`config.mk`:
```
export PLATFORM = sky130hd
export DESIGN_NAME = tone_sequencer
export DESIGN_NICKNAME = d
export VERILOG_FILES = /design/src/rtl/tone_sequencer.sv
export SDC_FILE = /design/constraint.sdc
export NUM_CORES = 1
export LEC_CHECK = 0
export CORE_ASPECT_RATIO = 1.5
export CORE_UTILIZATION = 50
export DETAILED_ROUTE_END_ITERATION = 12
export GPL_ROUTABILITY_DRIVEN = 0
export PLACE_DENSITY = 0.67
export SLEW_MARGIN = 20
export SYNTH_ARGS = -nofsm -noshare
export SYNTH_HDL_FRONTEND = slang
export SYNTH_SLANG_ARGS = --single-unit
```
`constraint.sdc`:
```
create_clock -name clk -period 7.55 [get_ports clk]
set_clock_uncertainty 0.2 [all_clocks]
set_input_delay 2.265 -clock clk [delete_from_list [all_inputs] [get_ports clk]]
set_output_delay 2.265 -clock clk [all_outputs]
set_load 0.02 [all_outputs]
```
`src/rtl/tone_sequencer.sv`:
```
// Tone sequencer: plays a 16-entry note table (period, duration) with octave transposition.
// Optional macro TONE_SEQ_LOOP_EN: wrap back to entry 0 at end of table instead of finishing.
module tone_sequencer #(
    parameter int unsigned TICK_DIV = 24000,
    parameter int unsigned PW       = 16
) (
    input  logic          clk,
    input  logic          rst,
    input  logic          en,
    input  logic          start,
    input  logic          stop,
    input  logic          uptone,
    input  logic          downtone,
    input  logic          wr_en,
    input  logic [3:0]    wr_addr,
    input  logic [PW-1:0] wr_period,
    input  logic [7:0]    wr_dur,
    output logic [PW-1:0] tone_period,
    output logic          tone_on,
    output logic          busy,
    output logic          done,
    output logic [3:0]    cur_idx
);

    localparam int unsigned TW = (TICK_DIV > 1) ? $clog2(TICK_DIV) : 1;

    typedef enum logic [2:0] {S_IDLE, S_LOAD, S_PLAY, S_GAP, S_DONE} state_t;

    state_t            state_q;
    logic [PW-1:0]     period_q;
    logic [7:0]        dur_q;
    logic [7:0]        dcnt_q;
    logic [TW-1:0]     tick_q;
    logic [3:0]        idx_q;
    logic [2:0]        oct_q;
    logic [2:0]        oct_d;
    logic [PW+1:0]     shl;
    logic              tick_last;

    logic [PW-1:0]     tbl_period [16];
    logic [7:0]        tbl_dur    [16];

    // Note table is deliberately not reset so a loaded tune survives rst.
    always_ff @(posedge clk) begin
        if (wr_en) begin
            tbl_period[wr_addr] <= wr_period;
            tbl_dur[wr_addr]    <= wr_dur;
        end
    end

    assign tick_last = (tick_q == TW'(TICK_DIV - 1));

    // Octave offset is two's complement, clamped to -2..+2.
    always_comb begin
        oct_d = oct_q;
        if (uptone && !downtone && oct_q != 3'b010)
            oct_d = oct_q + 3'd1;
        else if (downtone && !uptone && oct_q != 3'b110)
            oct_d = oct_q - 3'd1;
    end

    always_comb begin
        tone_period = period_q;
        shl         = '0;
        case (oct_q)
            3'b001: tone_period = period_q >> 1;
            3'b010: tone_period = period_q >> 2;
            3'b111: begin
                shl         = {2'b00, period_q} << 1;
                tone_period = (shl[PW+1:PW] != 2'b00) ? '1 : shl[PW-1:0];
            end
            3'b110: begin
                shl         = {2'b00, period_q} << 2;
                tone_period = (shl[PW+1:PW] != 2'b00) ? '1 : shl[PW-1:0];
            end
            default: tone_period = period_q;
        endcase
    end

    always_ff @(posedge clk) begin
        if (rst) begin
            state_q  <= S_IDLE;
            idx_q    <= '0;
            oct_q    <= '0;
            period_q <= '0;
            dur_q    <= '0;
            dcnt_q   <= '0;
            tick_q   <= '0;
        end else begin
            oct_q <= oct_d;
            if (stop && state_q != S_IDLE) begin
                state_q <= S_IDLE;
            end else if (en) begin
                case (state_q)
                    S_IDLE: begin
                        if (start) begin
                            idx_q   <= '0;
                            state_q <= S_LOAD;
                        end
                    end
                    S_LOAD: begin
                        if (tbl_dur[idx_q] == 8'd0) begin
`ifdef TONE_SEQ_LOOP_EN
                            if (idx_q != 4'd0) begin
                                idx_q   <= '0;
                                state_q <= S_LOAD;
                            end else begin
                                state_q <= S_DONE;
                            end
`else
                            state_q <= S_DONE;
`endif
                        end else begin
                            period_q <= tbl_period[idx_q];
                            dur_q    <= tbl_dur[idx_q];
                            tick_q   <= '0;
                            dcnt_q   <= '0;
                            state_q  <= S_PLAY;
                        end
                    end
                    S_PLAY: begin
                        if (tick_last) begin
                            tick_q <= '0;
                            if (dcnt_q == dur_q - 8'd1) begin
                                dcnt_q  <= '0;
                                state_q <= S_GAP;
                            end else begin
                                dcnt_q <= dcnt_q + 8'd1;
                            end
                        end else begin
                            tick_q <= tick_q + TW'(1);
                        end
                    end
                    S_GAP: begin
                        if (tick_last) begin
                            tick_q <= '0;
                            if (idx_q == 4'd15) begin
`ifdef TONE_SEQ_LOOP_EN
                                idx_q   <= '0;
                                state_q <= S_LOAD;
`else
                                state_q <= S_DONE;
`endif
                            end else begin
                                idx_q   <= idx_q + 4'd1;
                                state_q <= S_LOAD;
                            end
                        end else begin
                            tick_q <= tick_q + TW'(1);
                        end
                    end
                    S_DONE:  state_q <= S_IDLE;
                    default: state_q <= S_IDLE;
                endcase
            end
        end
    end

    assign busy    = (state_q != S_IDLE);
    assign done    = (state_q == S_DONE);
    assign tone_on = en && (state_q == S_PLAY) && (period_q != '0);
    assign cur_idx = idx_q;

endmodule

```
## Word-level counts from Yosys, hierarchy flattened

Memory sizes are Yosys's and may differ from the RTL's. A register that Yosys moved wholly into a read port is not among the register bits.
Index checks and enable logic that the tools add are counted.

- Register bits after elaboration: 41
- Memory bits (writable): 384
- Logic and storage cells: 87
- Memories kept: 2

- Add/sub/neg operators: 6
- Equality and inequality tests: 19
- Mux-type cells: 27
- Bitwise logic cells: 2
- Reduce and logical (&&, ||, !) cells: 25

Memories:

| memory | depth | bits a word | rd ports | clocked after Yosys merged registers in | wr ports | RTL line | source |
|---|---|---|---|---|---|---|---|
| tbl_period | 16 | 16 | 1 | 1 | 1 | 40 | `logic [PW-1:0] tbl_period [16];` |
| tbl_dur | 16 | 8 | 1 | 1 | 1 | 41 | `logic [7:0] tbl_dur [16];` |

Operators by type and width:

| kind | number |
|---|---|
| one-hot mux 16 bit (4 select lines) | 1 |
| 2-to-1 mux 16 bit | 2 |
| 2-to-1 mux 15 bit | 2 |
| one-hot mux 15 bit (2 select lines) | 1 |
| 2-to-1 mux 3 bit | 8 |
| 2-to-1 mux 8 bit | 3 |
| 2-to-1 mux 4 bit | 5 |
| one-hot mux 8 bit (2 select lines) | 1 |
| nonzero test 16 bit | 1 |
| adder 15 x 1 -> 15 bit (second input constant) | 1 |
| equality test 15 bit (second input constant) | 1 |
| != test 2 bit (second input constant) | 6 |
| one-hot mux 3 bit (4 select lines) | 1 |
| AND reduction 5 bit | 2 |
| nonzero test 2 bit | 5 |
| equality test 3 x 2 -> 1 bit (second input constant) | 3 |
| equality test 3 bit (second input constant) | 3 |
| adder 8 x 1 -> 8 bit (second input constant) | 1 |
| equality test 8 bit | 1 |
| zero test 8 bit | 1 |
| one-hot mux 4 bit (2 select lines) | 1 |
| AND reduction 4 bit | 2 |
| subtractor 8 x 1 -> 8 bit (second input constant) | 1 |
| logical AND 1 bit | 7 |
| other kinds (14) | 19 |

## Depth between registers and ports, before layout

Gate-level depths: netlist (run 1).

- Depth after elaboration: 6
- Mapped depth: 11
- Depth with buffers taken out: 9

## Worst setup path before layout (run 1)

Ideal clock, no wire load.

- Path kind: input to output
- Start: input port en
- End: output port tone_on
- Arrival: 2786 ps
- Setup slack: 2299 ps
- Stages: 1
- Buffers on the path: 0
- Path through: nor3b_1

- Longest elaborated chain between the ends: 2

Ends and longest elaborated chain:

| what | RTL line | source |
|---|---|---|
| start, declared | 9 | `input logic en,` |
| logical AND 1 bit (2 in a row) | 161 | `assign tone_on = en && (state_q == S_PLAY) && (period_q != '0);` |
| end, declared | 19 | `output logic tone_on,` |

Every way passes these cells.

## Final worst setup path (run 1)

- Start: register oct_q[2]
- End: output port tone_period[0]

- Longest elaborated chain between the ends: 2

Ends and longest elaborated chain:

| what | RTL line | source |
|---|---|---|
| start, declared | 35 | `logic [2:0] oct_q;` |
| start signal, assigned | 90 | `oct_q <= oct_d;` |
| equality test 3 bit (tied with other cells) | - |  |
| one-hot mux 16 bit (4 select lines) (*) | 65 | `case (oct_q)` |
| end, declared | 18 | `output logic [PW-1:0] tone_period,` |

Mark *: on every way between the ends. The rest lies on a longest branch, timed or not.

==> results of run 1 <==
-- worst max-delay path, cell delays in order, from the launching register on --
cell and delay (ns):
dfxtp_1 0.89, ha_1 0.68, nor3_1 0.16, a21oi_1 0.65, a21boi_0 0.37, o21ai_0 0.15
o21a_1 0.15, clkdlybuf4s50_1 0.53
-- power by group through the flow --
stage	registers, µW	clock network (µW)	logic, µW
final	2750	1950	334
after global routing	2750	2070	364
after CTS	2750	1980	334
after detailed placement	2800	0	333
after global placement	2800	0	326
after floorplan	2790	0	208
-- registers in the layout, indices dropped and copies added, names as in the netlist, named ones only --
signal	count
cur_idx	4
period_q	16
tick_q	15
state_q	3
oct_q	3
tbl_period	256
dcnt_q	8
dur_q	8
tbl_dur	128
-- metal layers --
layer  track usage, %  share of wire, %
met5                0             0.030
met4            6.818               2.4
met3            2.827               4.4
met2            37.77                51
met1            27.57                42
-- worst max-delay path by stage --
stage / start / end / slack, ns / depth (start not counted)
3_5_place_dp: en / tone_on / 1.42 / 3
3_3_place_gp: en / tone_on / 1.48 / 3
2_1_floorplan: en / tone_on / 2.30 / 1
4_1_cts: oct_q[2]$_SDFFE_PP0P_ / tone_period[0] / 1.01 / 7
5_1_grt: oct_q[2]$_SDFFE_PP0P_ / tone_period[0] / 0.66 / 7
6_report: oct_q[2]$_SDFFE_PP0P_ / tone_period[0] / 0.98 / 7
-- per-stage QoR --
stage / total power [µW] / std cells / worst slack [ns] / util, % / cell area [µm²]
6_report: 5028 / 1687 / 0.9796 / 57.25 / 20940
4_1_cts: 5058 / 1686 / 1.010 / 57.21 / 20930
3_5_place_dp: 3135 / 1612 / 1.419 / 53.83 / 19690
5_1_grt: 5183 / 1687 / 0.6597 / 57.25 / 20940
3_3_place_gp: 3124 / 1609 / 1.483 / 53.60 / 19610
2_1_floorplan: 2994 / 1119 / 2.299 / - / 18520
-- cell type report --
cell class,instances,area (µm²)
fillers,2758,15640
well taps,484,605.6
clock buffers,52,1071
repair buffers,75,770.7
flip-flops and latches,445,12760
inverters,15,56.30
clock inverters,22,165.2
multi-input cells,594,5517
-- cells in the mapped netlist, drive strengths merged, types with 7 or more instances --
cell / number / area [µm²]
a221oi: 15 / 131.4
mux2i: 12 / 120.1
inv: 15 / 56.30
nor2b: 8 / 50.05
and3: 8 / 50.05
nand2b: 14 / 87.58
a22oi: 12 / 95.09
a31oi: 8 / 50.05
xnor2: 8 / 70.07
dfxtp: 61 / 1221
nor4: 7 / 58.81
nand3: 35 / 175.2
o22ai: 7 / 50.05
mux4: 104 / 2369
o21ai: 56 / 280.3
nor3: 21 / 105.1
ha: 9 / 112.6
nand2: 36 / 135.1
a311oi: 8 / 113.9
edfxtp: 384 / 11530
nor2: 69 / 261.5
a21oi: 75 / 375.4
buf: 17 / 122.6
clkbuf: 48 / 180.2
-- cell families (layout without fill, tap and decap cells) --
kind of cell | Yosys count | count (layout) | share of synthesized area (%)
AND/OR/NAND/NOR | 230 | 230 | 6.237
buffers and inverters | 80 | 164 | 1.939
flip-flops | 445 | 445 | 68.86
XOR/XNOR | 10 | 10 | 0.5473
AO/OA/AOI/OAI | 223 | 223 | 8.000
multiplexers | 122 | 122 | 13.80
adder cells (fa/ha/maj) | 9 | 9 | 0.6081
==> impl_summary.md, run 1 <==
Timing
Setup violations remaining at the end of the flow were counted as 0. Dividing the final minimum period by the clock period gives 87.02%. The max-slew violation count is 0. The achievable clock frequency is between 150 and 200 MHz. Setup total negative slack on the finished layout was measured at 0 ns. The time the final worst path needs with I/O delays and setup is about 6.6 ns. In this run the tightest slew margin relative to its limit is between 10% and 20%. The transition time at the pin with the least slew margin is 1.207 ns. The number of endpoints with negative hold slack in the final report is 0. Setup repair after global routing left no endpoint under its margin. Hold is met by 0.2885 ns.

Logic synthesis
The fraction of registers with async set or reset after synthesis is 0%. The cell count after synthesis is 1119. The sequential cell area fraction in the yosys report is 68.86%. The dominant register cell in the synthesized netlist is edfxtp_1. The count of state elements after synthesis is 445. The per-instance average area after synthesis is 16.55 µm².

The post-synthesis cell type count is slightly above 70. The Yosys step of the flow raised 0 warnings. The synthesized design contains 384 enable-type register cells. The cell area that synthesis handed to floorplanning was approximately 19000 µm². The number of nets produced by synthesis is 1164.

Route
The detailed-route vias per instance is roughly 6. The routed layout has roughly 10000 vias. Once detail routing completed, the nets flagged for antenna violations numbered 0. Before antenna repair, the detailed router went through 10 iterations. In this run, the number of DRC markers left after iteration 0 of detailed routing was 1129. The total length of routed wires is 39570 µm.

After detailed routing, the average wire length per cell comes to between 20 and 25 µm. The number of remaining DRC errors is 2.

Worst hold path
In this run the worst hold path is classified as reg2reg. Counting instances, the worst hold path has a depth of 1. The path with the worst hold slack has its endpoint at tick_q[8]$_SDFFE_PP0P_.

The worst hold path startpoint is tick_q[8]$_SDFFE_PP0P_.

Clocking
TritonCTS built the clock tree. The count of instances resized after the clock tree is built is 0. Counting every sink on the clock net gives 445. The maximum root-to-sink buffer count is 3. Once the clock tree was built, the setup fixing pass inserted 0 buffers.

After clock tree synthesis, the clock-pin slew on the worst setup and hold paths is about 0.070 ns. The clock tree synthesis step divided the H-tree into 2 levels. For the worst-skew pair, the clock arrives at the later sink with an insertion delay of 0.55 ns.

The library cell used as clock root buffer is clkbuf_16. Counting the buffers created by CTS gives 41. After clock tree synthesis, the flow added hold-fix buffers numbering 0.

Pwr
The switching power share of the total is about 22%. The power density relative to cell area is about 240 nW/µm². The analysis attributes to cell leakage a power of about 0.0063 µW. Per report_power, the sequential group accounts for a little over half of the total. The worst supply voltage drop on vdd is approximately 0.15 mV. The internal portion of total power is between 3000 and 4000 µW.

The part of the total power dissipated in combinational logic is 6.6%. The clock network power share is roughly two fifths. For this design the total switching power over the nets is around 1100 µW.

Final layout
The count of inserted antenna diode cells is 0. For this run, the post-layout net count is between 1000 and 1500. The library cells used most frequently in the layout, excluding fill and tap cells, are 384 x edfxtp_1, 97 x mux4_2, 75 x a21oi_1. The layout overhead on the synthesized area is 13.10%. In the final layout, the share of cells above drive strength 1 is between 10% and 20%. The most frequent standard cell in the layout excluding fill and tap cells is edfxtp_1.

Global route
Entering global routing, the biggest net connects about 70 pins. Global routing used approximately 21% of the available tracks across all layers. The number of antenna violations at the first check in global routing is 1. The number of global-route vias before repair is 10542.

The remaining global-route overflow is 0. The first global-routing pass estimated 61320 µm of wire.

Critical path
The endpoint of the lowest-slack register-to-register path is dcnt_q[7]$_SDFFE_PP0P_. Of all nets on the critical path, the largest fanout is 29. The data arrival time at the worst-slack endpoint is between 4 and 5 ns. For the worst flop-to-flop path, the logic depth is 8. The worst setup path is captured at a primary output. The startpoint kind of the worst setup timing path is a flop.

Setup slack on the worst reg-to-reg path comes out at between 3 and 4 ns. The critical setup path kind is reg2out. STA puts the critical path data required time at 5.09 ns.

Floorplan
The top-level port count is 59. The die covers approximately 38000 µm². The die span in x is roughly 160 µm.

The number of rows created at floorplan is 86. The placeable core region is 36590 µm². The floorplan step set the die height to 237.7 µm. Once the floorplan was initialized, standard cells occupied 50.62% of the core.

Placed design
The wire-length estimate of the detail-placed layout is 22810 µm. Port buffering added 58 buffers.

Job
Max-cap violations in this run came to 0.

Outcome
The final reports fail on design-rule violations. The run finished, with violations left.
No activity file was read; power rests on OpenSTA's default activity.
==> run 2: changes to the inputs <==
CORE_MARGIN = 2   (was not set)
SKIP_CTS_REPAIR_TIMING = 1   (was not set)
==> impl_summary.md, run 2 (synthesis results as in run 1) <==
Floorplan
From left edge to right edge, the die measures between 150 and 200 µm. The initial utilization of the core area, before any placement, comes to 50.62%. The floorplan die height is between 200 and 250 µm. The floorplan die area is a little under 40000 µm².

59 I/O pins were placed. The number of rows created at floorplan is 86. The core region is around 37000 µm².

Final layout
Summing all multi-input logic gate instances after layout gives around 5500 µm². The net count of the finished layout is about 1200. The share of cells above drive strength 1 is 18.17%. The repair_antennas step left the layout with diodes totalling 0. The top register by number of flip-flops is tbl_period. The area growth from synthesis to layout is 13.78%. In the layout the commonest cells are 384 x edfxtp_1, 97 x mux4_2, 75 x a21oi_1. The number of flip-flops in the largest register is roughly 260. Fill cells in the final layout number around 2800. The library cell used most frequently in the layout, excluding fill and tap cells, is edfxtp_1. Summing all flip-flop and latch instances after layout gives between 10000 and 15000 µm². The largest registers in the layout are tbl_period x256, tbl_dur x128, period_q x16.

Pwr
Across the VDD grid, the largest voltage drop is approximately 0.15 mV. Net switching is between 20% and 30% of the power. Combinational logic is responsible for approximately 6.4% of the overall power. The power density relative to cell area is around 250 nW/µm².

The leakage power is roughly 0.0063 µW. Of the total power, registers draw about 53%. Internal power comes to 4097 µW.

The reported net switching power is roughly 1100 µW. The clock network power share is 40.8%.

Route
The highest routed metal layer is met4. Wire segments on met2 add up to between 20000 and 25000 µm in the final route. The total length of routed wires is around 40000 µm. In this run, the number of DRC markers left after iteration 0 of detailed routing was roughly 1300. The number of remaining DRC errors is 0.

Using the TritonRoute via totals, the vias-per-cell ratio works out to between 6 and 7. Once detail routing completed, the nets flagged for antenna violations numbered 0. Wire segments on met3 add up to slightly above 2000 µm in the final route. The routed wirelength normalized by instance count is about 24 µm. Summing over every cut layer, the via total after detailed routing is about 10000. The number of search-and-repair iterations in the first detailed-routing pass is 7.

The routed metal-1 wirelength is 16310 µm.

Timing
The final setup violation count is 0. The ratio of final minimum period to clock period is 87.73%. For the pin with the worst max-slew slack, the measured transition is between 1 and 1.5 ns. The time the final worst path needs with I/O delays and setup is around 6.6 ns. The worst hold margin is around 0.30 ns. The achievable clock frequency is approximately 150 MHz. The number of endpoints with negative hold slack in the final report was 0. Setup repair after global routing left no endpoint under its margin. Headroom to the max-slew limit came out at between 20% and 30%. Setup total negative slack on the finished layout was measured at 0 ns.

The max-slew violation count is 0.

Clocking
The number of sinks handled by clock tree synthesis is 445. For the worst-skew pair, the clock arrives at the later sink with an insertion delay of 0.55 ns. In this run the clock root is driven by a clkbuf_16. TritonCTS built the clock tree. Clock-pin slew was measured on the worst setup and hold paths at 0.06 ns. The number of levels in the clock H-tree is 2. The maximum root-to-sink buffer count is 3. The CTS buffer count is between 40 and 50.

Outcome
The flow ran to the end, and the final reports show no timing, DRC or antenna violations.

Critical path
The worst register-to-register path has a depth of 8. In this run the worst path has a maximum fanout of 29. Across all register-to-register paths, the minimum setup slack is between 3 and 4 ns. For the worst setup path, the data required time is between 5 and 6 ns. STA classifies the critical path endpoint as a primary output. The data arrival time at the worst-slack endpoint is between 4 and 5 ns.

The setup path with the least slack is of type reg2out. The worst setup path is launched from a flop. In this run the worst setup path begins at oct_q[2]$_SDFFE_PP0P_. In this run the critical register-to-register path is captured at dcnt_q[6]$_SDFFE_PP0P_.

Worst hold path
The hold path depth is 2. The destination of the worst hold path is dcnt_q[7]$_SDFFE_PP0P_. The worst hold path startpoint is dcnt_q[7]$_SDFFE_PP0P_. The worst hold path belongs to the class reg2reg.

Global route
The remaining global-route overflow is 0. Entering global routing, the biggest net connects between 60 and 70 pins. The number of antenna violations at the first check in global routing is 0. The first-pass GRT wire length is 61190 µm. The number of global-route vias before repair is around 11000. For this run, the total global-route usage over all layers was measured as a little over a fifth.

Placed design
The HPWL after detailed placement is roughly 23000 µm. During placement, the flow inserted port buffers numbering 58.

Job
The tool flagged a number of max-cap violations equal to 0.
## run 2: changes by cell type in the layout (fill, tap and decap cells not counted), moves of 2 or more
cell / before / now
bufinv_16: 2 / 6
clkbuf_16: 41 / 43
clkbuf_1: 10 / 6
clkinv_2: 7 / 2
## run 2: power groups by stage
stage	Sequential [µW]	Clock [µW]	Combinational [µW]
3_3_place_gp	2800	0	325
5_1_grt	2750	2250	365
6_report	2750	2120	334
2_1_floorplan	2790	0	208
4_1_cts	2750	2150	333
3_5_place_dp	2800	0	331
## run 2: worst max-delay path, stage by stage (launching register included)
cell and delay, ns:
dfxtp_1 0.89, ha_1 0.67, nor3_1 0.16, a21oi_1 0.67, a21boi_0 0.40, o21ai_0 0.15
o21a_1 0.14, clkdlybuf4s50_1 0.53
## run 2: per-layer routing
metal  global-route usage (%)  vias up
met2                    36.81      319
met3                    2.978       66
li1                         -     4648
met5                        0        -
met1                    27.61     5305
met4                    6.412        0
## run 2: area by class of cell
cell class / instances / area share [%]
Timing Repair Buffer: 75 / 3.622
Inverter: 15 / 0.2672
Clock buffer: 50 / 5.279
Clock inverter: 21 / 1.223
Multi-Input combinational cell: 594 / 26.18
Sequential cell: 445 / 60.55
Tap cell: 484 / 2.874
## run 2: worst max path at each step
stage                           to  slack, ns  depth (start not counted)
floorplan                  tone_on       2.30                          1
global placement           tone_on       1.49                          3
detailed placement         tone_on       1.44                          3
CTS                 tone_period[0]       0.98                          7
global route        tone_period[0]       0.57                          7
finish              tone_period[0]       0.93                          7
## run 2: through the flow
step | worst slack, ns | cell area [µm²] | total power [µW] | instances | utilization, %
final | 0.9260 | 21070 | 5205 | 1684 | 57.59
after global routing | 0.5726 | 21070 | 5365 | 1684 | 57.59
after CTS | 0.9838 | 20980 | 5234 | 1680 | 57.35
after detailed placement | 1.442 | 19610 | 3134 | 1609 | 53.60
after global placement | 1.486 | 19610 | 3124 | 1609 | 53.60
after floorplan | 2.299 | 18520 | 2994 | 1119 | -
